<file path="src/rtl/spi_pkg.sv">
// Shared definitions for the SPI slave front end: default sizing and FSM state encoding.
package spi_pkg;

    localparam int               SPI_WIDTH_DEF   = 8;
    localparam int               SYNC_STAGES_DEF = 2;
    localparam logic [7:0]       IDLE_BYTE_DEF   = 8'h00;

    typedef enum logic {
        ST_IDLE  = 1'b0,
        ST_SHIFT = 1'b1
    } spi_state_e;

endpackage

</file>
<file path="src/rtl/spi_sync_edge.sv">
// N-stage synchroniser for one asynchronous pin, plus rise/fall pulses taken
// from a single extra flop behind the synchroniser output.
module spi_sync_edge
    import spi_pkg::*;
#(
    parameter int   STAGES  = SYNC_STAGES_DEF,
    parameter logic RST_VAL = 1'b0
) (
    input  logic clk,
    input  logic rst_n,
    input  logic din,
    output logic dout,
    output logic rise,
    output logic fall
);

    logic [STAGES-1:0] sync_q;
    logic              prev_q;

    always_ff @(posedge clk or negedge rst_n) begin
        if (!rst_n) begin
            sync_q <= {STAGES{RST_VAL}};
            prev_q <= RST_VAL;
        end else begin
            sync_q <= {sync_q[STAGES-2:0], din};
            prev_q <= sync_q[STAGES-1];
        end
    end

    assign dout = sync_q[STAGES-1];
    assign rise = dout & ~prev_q;
    assign fall = ~dout & prev_q;

endmodule

</file>
<file path="src/rtl/spi_slave_byte_if.sv">
// SPI mode-0 slave byte interface: oversampled deserialiser with a 1-deep rx buffer
// and a tx holding register. Optional sticky overrun flag under macro SPI_RX_OVERRUN_EN.
module spi_slave_byte_if
    import spi_pkg::*;
#(
    parameter int                   SYNC_STAGES = SYNC_STAGES_DEF,
    parameter int                   SPI_WIDTH   = SPI_WIDTH_DEF,
    parameter logic [SPI_WIDTH-1:0] IDLE_BYTE   = SPI_WIDTH'(IDLE_BYTE_DEF)
) (
    input  logic                 clk,
    input  logic                 rst_n,
    input  logic                 spi_scl,
    input  logic                 spi_sdi,
    input  logic                 spi_sel,
    output logic                 spi_sdo,
    output logic [SPI_WIDTH-1:0] rx_data,
    output logic                 rx_valid,
    input  logic                 rx_ready,
    input  logic [SPI_WIDTH-1:0] tx_data,
    input  logic                 tx_load,
    output logic                 tx_req,
    output logic                 cs_end,
    output logic                 rx_overrun
);

    localparam int CNT_W = (SPI_WIDTH > 2) ? $clog2(SPI_WIDTH) : 1;

    logic scl_sync, scl_rise, scl_fall_unused;
    logic sel_sync, sel_rise, sel_fall;
    logic sdi_sync, sdi_rise_unused, sdi_fall_unused;
    logic scl_sync_unused, sel_sync_unused;

    spi_sync_edge #(.STAGES(SYNC_STAGES), .RST_VAL(1'b0)) u_sync_scl (
        .clk(clk), .rst_n(rst_n), .din(spi_scl),
        .dout(scl_sync), .rise(scl_rise), .fall(scl_fall_unused)
    );

    spi_sync_edge #(.STAGES(SYNC_STAGES), .RST_VAL(1'b1)) u_sync_sel (
        .clk(clk), .rst_n(rst_n), .din(spi_sel),
        .dout(sel_sync), .rise(sel_rise), .fall(sel_fall)
    );

    spi_sync_edge #(.STAGES(SYNC_STAGES), .RST_VAL(1'b0)) u_sync_sdi (
        .clk(clk), .rst_n(rst_n), .din(spi_sdi),
        .dout(sdi_sync), .rise(sdi_rise_unused), .fall(sdi_fall_unused)
    );

    assign scl_sync_unused = scl_sync;
    assign sel_sync_unused = sel_sync;

    spi_state_e           state, state_nxt;
    logic [CNT_W-1:0]     bit_cnt;
    logic [SPI_WIDTH-1:0] rx_shift, tx_shift, tx_hold;
    logic                 start, shift_en, byte_done, reload, handshake;

    always_ff @(posedge clk or negedge rst_n) begin
        if (!rst_n) state <= ST_IDLE;
        else        state <= state_nxt;
    end

    // Select is evaluated before the clock edge, so a coincident scl edge becomes bit 0.
    always_comb begin
        state_nxt = state;
        start     = 1'b0;
        shift_en  = 1'b0;
        byte_done = 1'b0;
        case (state)
            ST_IDLE: begin
                if (sel_fall) begin
                    state_nxt = ST_SHIFT;
                    start     = 1'b1;
                    shift_en  = scl_rise;
                end
            end
            ST_SHIFT: begin
                if (sel_rise) begin
                    state_nxt = ST_IDLE;
                end else if (scl_rise) begin
                    shift_en  = 1'b1;
                    byte_done = (bit_cnt == CNT_W'(SPI_WIDTH - 1));
                end
            end
            default: state_nxt = ST_IDLE;
        endcase
    end

    assign reload    = start | byte_done;
    assign handshake = rx_valid & rx_ready;
    assign spi_sdo   = tx_shift[SPI_WIDTH-1];

    always_ff @(posedge clk or negedge rst_n) begin
        if (!rst_n) begin
            bit_cnt  <= '0;
            rx_shift <= '0;
            tx_shift <= '0;
            tx_hold  <= IDLE_BYTE;
            tx_req   <= 1'b0;
            cs_end   <= 1'b0;
        end else begin
            tx_req <= reload;
            cs_end <= sel_rise;

            if (shift_en) rx_shift <= {rx_shift[SPI_WIDTH-2:0], sdi_sync};

            if (start) begin
                bit_cnt  <= scl_rise ? CNT_W'(1) : '0;
                tx_shift <= scl_rise ? (tx_hold << 1) : tx_hold;
            end else if (byte_done) begin
                bit_cnt  <= '0;
                tx_shift <= tx_hold;
            end else if (shift_en) begin
                bit_cnt  <= bit_cnt + CNT_W'(1);
                tx_shift <= tx_shift << 1;
            end else if (sel_rise) begin
                bit_cnt  <= '0;
            end

            // A parser load in the same cycle as a reload takes priority over the idle refill.
            if (tx_load)     tx_hold <= tx_data;
            else if (reload) tx_hold <= IDLE_BYTE;
        end
    end

    always_ff @(posedge clk or negedge rst_n) begin
        if (!rst_n) begin
            rx_data  <= '0;
            rx_valid <= 1'b0;
        end else if (byte_done && (!rx_valid || handshake)) begin
            rx_data  <= {rx_shift[SPI_WIDTH-2:0], sdi_sync};
            rx_valid <= 1'b1;
        end else if (handshake) begin
            rx_valid <= 1'b0;
        end
    end

`ifdef SPI_RX_OVERRUN_EN
    logic overrun_evt;
    assign overrun_evt = byte_done & rx_valid & ~rx_ready;

    always_ff @(posedge clk or negedge rst_n) begin
        if (!rst_n)           rx_overrun <= 1'b0;
        else if (overrun_evt) rx_overrun <= 1'b1;
        else if (handshake)   rx_overrun <= 1'b0;
    end
`else
    assign rx_overrun = 1'b0;
`endif

endmodule

</file>
<file path="config.mk">
export PLATFORM = sky130hd
export DESIGN_NAME = spi_slave_byte_if
export DESIGN_NICKNAME = d
export VERILOG_FILES = /design/src/rtl/spi_pkg.sv /design/src/rtl/spi_sync_edge.sv /design/src/rtl/spi_slave_byte_if.sv
export SDC_FILE = /design/constraint.sdc
export NUM_CORES = 1
export LEC_CHECK = 0
export BUFFER_PORTS_ARGS = -buffer_cell sky130_fd_sc_hd__buf_2
export CAP_MARGIN = 10
export CORE_UTILIZATION = 50
export DETAILED_ROUTE_END_ITERATION = 10
export PLACE_DENSITY = 0.69
export SYNTH_ARGS = -nofsm -noshare
export SYNTH_HDL_FRONTEND = slang
export SYNTH_HIERARCHICAL = 1
export SYNTH_SLANG_ARGS = --single-unit
</file>
<file path="constraint.sdc">
create_clock -name clk -period 2.05 [get_ports clk]
set_input_delay 0.205 -clock clk [delete_from_list [all_inputs] [get_ports clk]]
set_output_delay 0.205 -clock clk [all_outputs]
set_load 0.005 [all_outputs]
</file>
==> results of run 1 <==
==> repair_timing <==
action / CTS / global route
hold buffers: 3 / 1
setup endpoints to repair: 0 / 0
hold endpoints to repair: 40 / 1
==> final cells by class <==
cell class / count / area, um^2
repair buffers: 35 / 207.7
fillers: 327 / 1445
clock buffers: 7 / 96.34
well taps: 48 / 60.06
flip-flops and latches: 46 / 1155
multi-input cells: 97 / 759.5
inverters: 3 / 11.26
clock inverters: 1 / 8.758
==> worst max-delay path, delay by kind of cell (launching register included) <==
family	cells	cell delay, ps
adder cells (fa/ha/maj)	2	420
AO/OA/AOI/OAI	1	320
AND/OR/NAND/NOR	1	210
flip-flops	1	410
multiplexers	1	380
==> worst paths after layout <==
| kind | startpoint | to | slack (ps) |
|---|---|---|---|
| setup / recovery | bit_cnt[0]$_DFFE_PN0P_ | rx_data[7]$_DFFE_PN0P_ | 200 |
| hold / removal | tx_data[2] | tx_hold[2]$_DFFE_PN0P_ | 130 |
| setup reg to reg | bit_cnt[0]$_DFFE_PN0P_ | rx_data[7]$_DFFE_PN0P_ | 200 |
| hold reg to reg | u_sync_sdi/sync_q[0]$_DFF_PN0_ | u_sync_sdi/sync_q[1]$_DFF_PN0_ | 360 |
| max in group asynchronous | rst_n | rx_shift[6]$_DFFE_PN0P_ | 1150 |
| min in group asynchronous | rst_n | tx_shift[6]$_DFFE_PN0P_ | 510 |
==> power by group <==
part | switching (mW) | leakage [nW] | internal (mW)
combinational | 0.151 | 0.506 | 0.180
clock | 0.295 | 0.0544 | 0.309
sequential | 0.111 | 0.568 | 1.07
==> per-stage QoR <==
step                power [mW]  setup WS, ps  area (um^2)  std cells
CTS                      2.135         177.9         2288        236
finish                   2.111         198.6         2298        237
detailed placement       1.524         186.0         2153        225
floorplan                1.415         325.7         1986        156
global placement         1.498         279.0         2153        225
global route             2.230         82.78         2298        237
==> registers in the layout (all words and copies together), names as in the netlist <==
register	flops
tx_hold	8
u_sync_sdi/sync_q	2
u_sync_sel/sync_q	2
u_sync_scl/prev_q	1
rx_valid	1
cs_end	1
bit_cnt	3
state	1
u_sync_scl/sync_q	2
tx_shift	8
tx_req	1
rx_shift	7
rx_data	8
u_sync_sel/prev_q	1
==> layer usage <==
layer	wire (um)	vias to the layer above	share of wire	GRT usage
li1	-	639	-	-
met1	1550	656	0.43	0.2354
met2	1795	35	0.50	0.3229
met3	183	6	0.051	0.05282
met4	55	0	0.015	0.08152
met5	0	-	0	0
==> results.ini, run 1 <==
[route]
vias = 1336
routed_wl_um = 3583
via_per_inst = 5.637
drc = 0
drt-pass1-iter-count = 4
ant_nets = 0
routedWlPerCell_um = 15.12
drtIter0Drc = 71

[critical_path]
endpoint_kind = register
worstSetupPathType = reg2reg
max_stage_delay_ps = 410
crit_arrival_ps = 2040
setup.worst_path.start_class = register
crit_slowest_cell = dfrtp_1
rr_worst_depth = 5
path_common_cell = ha_1
path_cells = ha_1, ha_1, nand4b_4, a21oi_4, mux2_2
path_max_fanout = 10
crit_required_ps = 2230

[synthesis]
synth_area_um2 = 1986
syn_inst = 156
synth_nets = 173
synth_warnings = 6
syn_avg_cell_area_um2 = 12.73

[final_layout]
post-route-util = 0.6140
n_antenna_cell = 0
fin_nets = 205
final_common_cell = dfrtp_1
drive_above_1_share = 0.3333
layout_common_cells = 43 x dfrtp_1, 26 x buf_2, 15 x mux2_2
syn_to_final_growth_pct = 15.75

[place]
dpl.hpwl_um = 2436
io_buffers = 26
gp_congestion = 0.7792

[worst_hold_path]
worst_hold_path_type = in2reg
hold-path-cell-count = 2

[global_routing]
track_usage = 0.1935
grt_first_pass_wirelength_um = 6065
grt_pass1_vias = 1333
grt_max_degree = 47
gr-total-overflow = 0
antenna_found_initial = 0

[power_and_ir_drop]
irDropWorstVdd_v = 0.0006176
p_leak_nw = 1.129
power_density_nw_per_um2 = 918.6

[status]
status = complete, no violations

[cts]
cts_made_buffers = 5
post_cts_buffers = 0
cts_buffer_depth = 2
insertion_delay_ps = 300
cts.repair.resized = 0
clk_pin_slew_ps = 80
htreeDepth = 2
cts_tree = done
cts-root-buf = clkbuf_8
cts_sinks = 46

[timing]
setup_violations = 0
finalHoldViolCount = 0
setup-tns-final_ps = 0
holdWs_ps = 126.9
fmax_mhz = 540.1
period_needed_ps = 1851
tightest_slew_ps = 561.0
timing.slew.headroom = 0.6260
finalCritPeriodShare = 0.9031
rsz0062_at_grt = no
drv_slew = 0
fin_skew_ps = 7.506

[floorplanning]
die_y_um = 65.02
placeableCoreArea_um2 = 3744
num_rows = 22
die_w_um = 65.02
die-area_um2 = 4228
io-pin-count = 28
start_util = 0.5304

[run]
maxCapViolCount = 0

Power figures use the tool's default switching activity.
==> run 2: changes to the inputs <==
--- a/config.mk
+++ b/config.mk
@@ -5,11 +5,13 @@
 export SDC_FILE = /design/constraint.sdc
 export NUM_CORES = 1
 export LEC_CHECK = 0
+export ABC_AREA = 1
 export BUFFER_PORTS_ARGS = -buffer_cell sky130_fd_sc_hd__buf_2
 export CAP_MARGIN = 10
 export CORE_UTILIZATION = 50
+export CTS_BUF_LIST = sky130_fd_sc_hd__clkbuf_8
 export DETAILED_ROUTE_END_ITERATION = 10
-export PLACE_DENSITY = 0.69
+export PLACE_DENSITY = 0.68
 export SYNTH_ARGS = -nofsm -noshare
 export SYNTH_HDL_FRONTEND = slang
 export SYNTH_HIERARCHICAL = 1
==> run 2 against run 1 <==
Effect of this change:
- final cell count increased by 37%
- first-iteration DRC count is 15% lower
- utilization is 1.6 points lower
- clock power fell by 5.3%
- via count rose by 14%
- maximum frequency is 14% higher
- register-to-register slack improved by 230 ps
- setup slack better by 230 ps
- combinational power up 40%
- global-route usage shrank 0.74 points
- count of clock-buffer cells in the layout down 2
==> results.ini, run 2 <==
[cts]
cts_buffer_depth = 2
cts_made_buffers = 5
insertion_delay_ps = 310
cts.repair.resized = 0
cts-root-buf = clkbuf_8
post_cts_buffers = 0
htreeDepth = 2
cts_tree = done
clk_pin_slew_ps = 90
cts_sinks = 46

[timing]
finalCritPeriodShare = 0.7895
fin_skew_ps = 11.12
setup-tns-final_ps = 0
fmax_mhz = 617.9
timing.slew.headroom = 0.6252
tightest_slew_ps = 562.2
rsz0062_at_grt = no
drv_slew = 0
finalHoldViolCount = 0
setup_violations = 0
period_needed_ps = 1618
holdWs_ps = 97.85

[floorplanning]
placeableCoreArea_um2 = 4058
die_w_um = 67.51
die-area_um2 = 4558
io-pin-count = 28
start_util = 0.5288
die_y_um = 67.51
num_rows = 23

[place]
gp_congestion = 0.8141
dp_cells = 313
dpl_cell_area_um2 = 2293
io_buffers = 26
dpl.hpwl_um = 2486

[final_layout]
design_area_um2 = 2427
multiInputGateArea_um2 = 773.2
layout.cells.non_filler = 325
top_regs = rx_data: 8 flops, tx_hold: 8 flops, tx_shift: 8 flops
syn_to_final_growth_pct = 13.12
fin_nets = 291
final_common_cell = nand2_1
seq_area_um2 = 1155
drive_above_1_share = 0.2618
n_antenna_cell = 0
nFillCells = 352
layout_common_cells = 71 x nand2_1, 43 x dfrtp_1, 32 x inv_1

[critical_path]
path_common_cell = nor2_1
path_cells = inv_1, nor2_1, inv_2, nand3_2, nand2_4, nor2_1, nand2_1, nand3_1
endpoint_kind = register
crit_arrival_ps = 1850
crit_slowest_cell = dfstp_2
critPathTopFamily = simple AND/OR/NAND/NOR gates
worstSetupPathType = reg2reg
crit_required_ps = 2290
setup.worst_path.start_class = register
path_max_fanout = 16
path_buf_inv = 2
max_stage_delay_ps = 560

[synthesis]
synth_nets = 258
syn_avg_cell_area_um2 = 8.904
syn_inst = 241
synth_area_um2 = 2146
synth_warnings = 6

[worst_hold_path]
worst_hold_path_type = in2reg

[route]
routed_wl_um = 3548
drtIter0Drc = 60
drt-pass1-iter-count = 4
drc = 0
via_per_inst = 4.692
routedWlPerCell_um = 10.92
ant_nets = 0
vias = 1525

[global_routing]
grt_pass1_vias = 1308
grt_max_degree = 47
track_usage = 0.1862
gr-total-overflow = 0
grt_first_pass_wirelength_um = 6085
antenna_found_initial = 0

[power_and_ir_drop]
power_density_nw_per_um2 = 904.1
p_leak_nw = 1.307
irDropWorstVdd_v = 0.0005293
totalPowerFinal_mw = 2.195

[status]
status = complete, no violations

[run]
maxCapViolCount = 0

[run 2: cell types whose count changed in the layout (fill, tap and decap cells not counted), sizes merged, moves of 4 or more]
| cell | change |
|---|---|
| a21oi | +4 |
| a22o | -8 |
| a31oi | -7 |
| inv | +36 |
| mux2 | -15 |
| nand2 | +70 |
| nand2b | -6 |
| nand3 | +18 |
| nor2 | +11 |
| nor2b | -4 |
| nor3 | -8 |
| o21ai | +16 |
| o221ai | -7 |
[run 2: power by group]
part | leakage [nW] | internal, mW | total (mW) | switching, mW
clock | 0.0447 | 0.246 | 0.572 | 0.326
combinational | 0.688 | 0.178 | 0.464 | 0.286
sequential | 0.575 | 1.07 | 1.16 | 0.0848
[run 2: path summary, 6_finish.rpt]
check	slack, ps	end	cells after the start	startpoint
worst min-delay path	100	tx_hold[0]$_DFFE_PN0P_	3	tx_data[0]
worst max-delay path	430	bit_cnt[0]$_DFFE_PN0P_	8	u_sync_sel/sync_q[1]$_DFF_PN1_
max in group asynchronous	1150	u_sync_sel/sync_q[0]$_DFF_PN1_	3	rst_n
worst max register to register	430	bit_cnt[0]$_DFFE_PN0P_	8	u_sync_sel/sync_q[1]$_DFF_PN1_
min in group asynchronous	500	rx_data[0]$_DFFE_PN0P_	3	rst_n
worst min register to register	360	u_sync_sdi/sync_q[1]$_DFF_PN0_	0	u_sync_sdi/sync_q[0]$_DFF_PN0_
[run 2: cell type report]
| cell class | count | area share |
|---|---|---|
| Sequential cell | 46 | 0.4758 |
| Clock buffer | 5 | 0.02835 |
| Timing Repair Buffer | 34 | 0.08247 |
| Multi-Input combinational cell | 149 | 0.3186 |
| Inverter | 38 | 0.05876 |
| Clock inverter | 3 | 0.01031 |
| Tap cell | 50 | 0.02577 |
[run 2: worst min-delay path, delay by kind of cell]
family                 cells  cell delay (ps)
AND/OR/NAND/NOR            2               90
buffers and inverters      1               70
[run 2: routing by layer]
layer / track usage / up-vias / part of all wire
met5: 0 / - / 0
met4: 0.07979 / 0 / 0.018
met3: 0.05574 / 5 / 0.050
met2: 0.2587 / 38 / 0.42
met1: 0.2660 / 681 / 0.51
li1: - / 801 / -
[run 2: what timing repair did]
| action | CTS | global route |
|---|---|---|
| endpoints found under the setup margin | 0 | 0 |
| hold buffers | 4 | 0 |
| endpoints found under the hold margin | 29 | 0 |
[run 2: stage by stage]
stage | utilization | setup WS (ps)
3_5_place_dp | 0.5652 | 435.8
6_report | 0.5982 | 431.5
3_3_place_gp | 0.5652 | 424.9
4_1_cts | 0.5982 | 425.8
5_1_grt | 0.5982 | 268.1
2_1_floorplan | - | 510.9
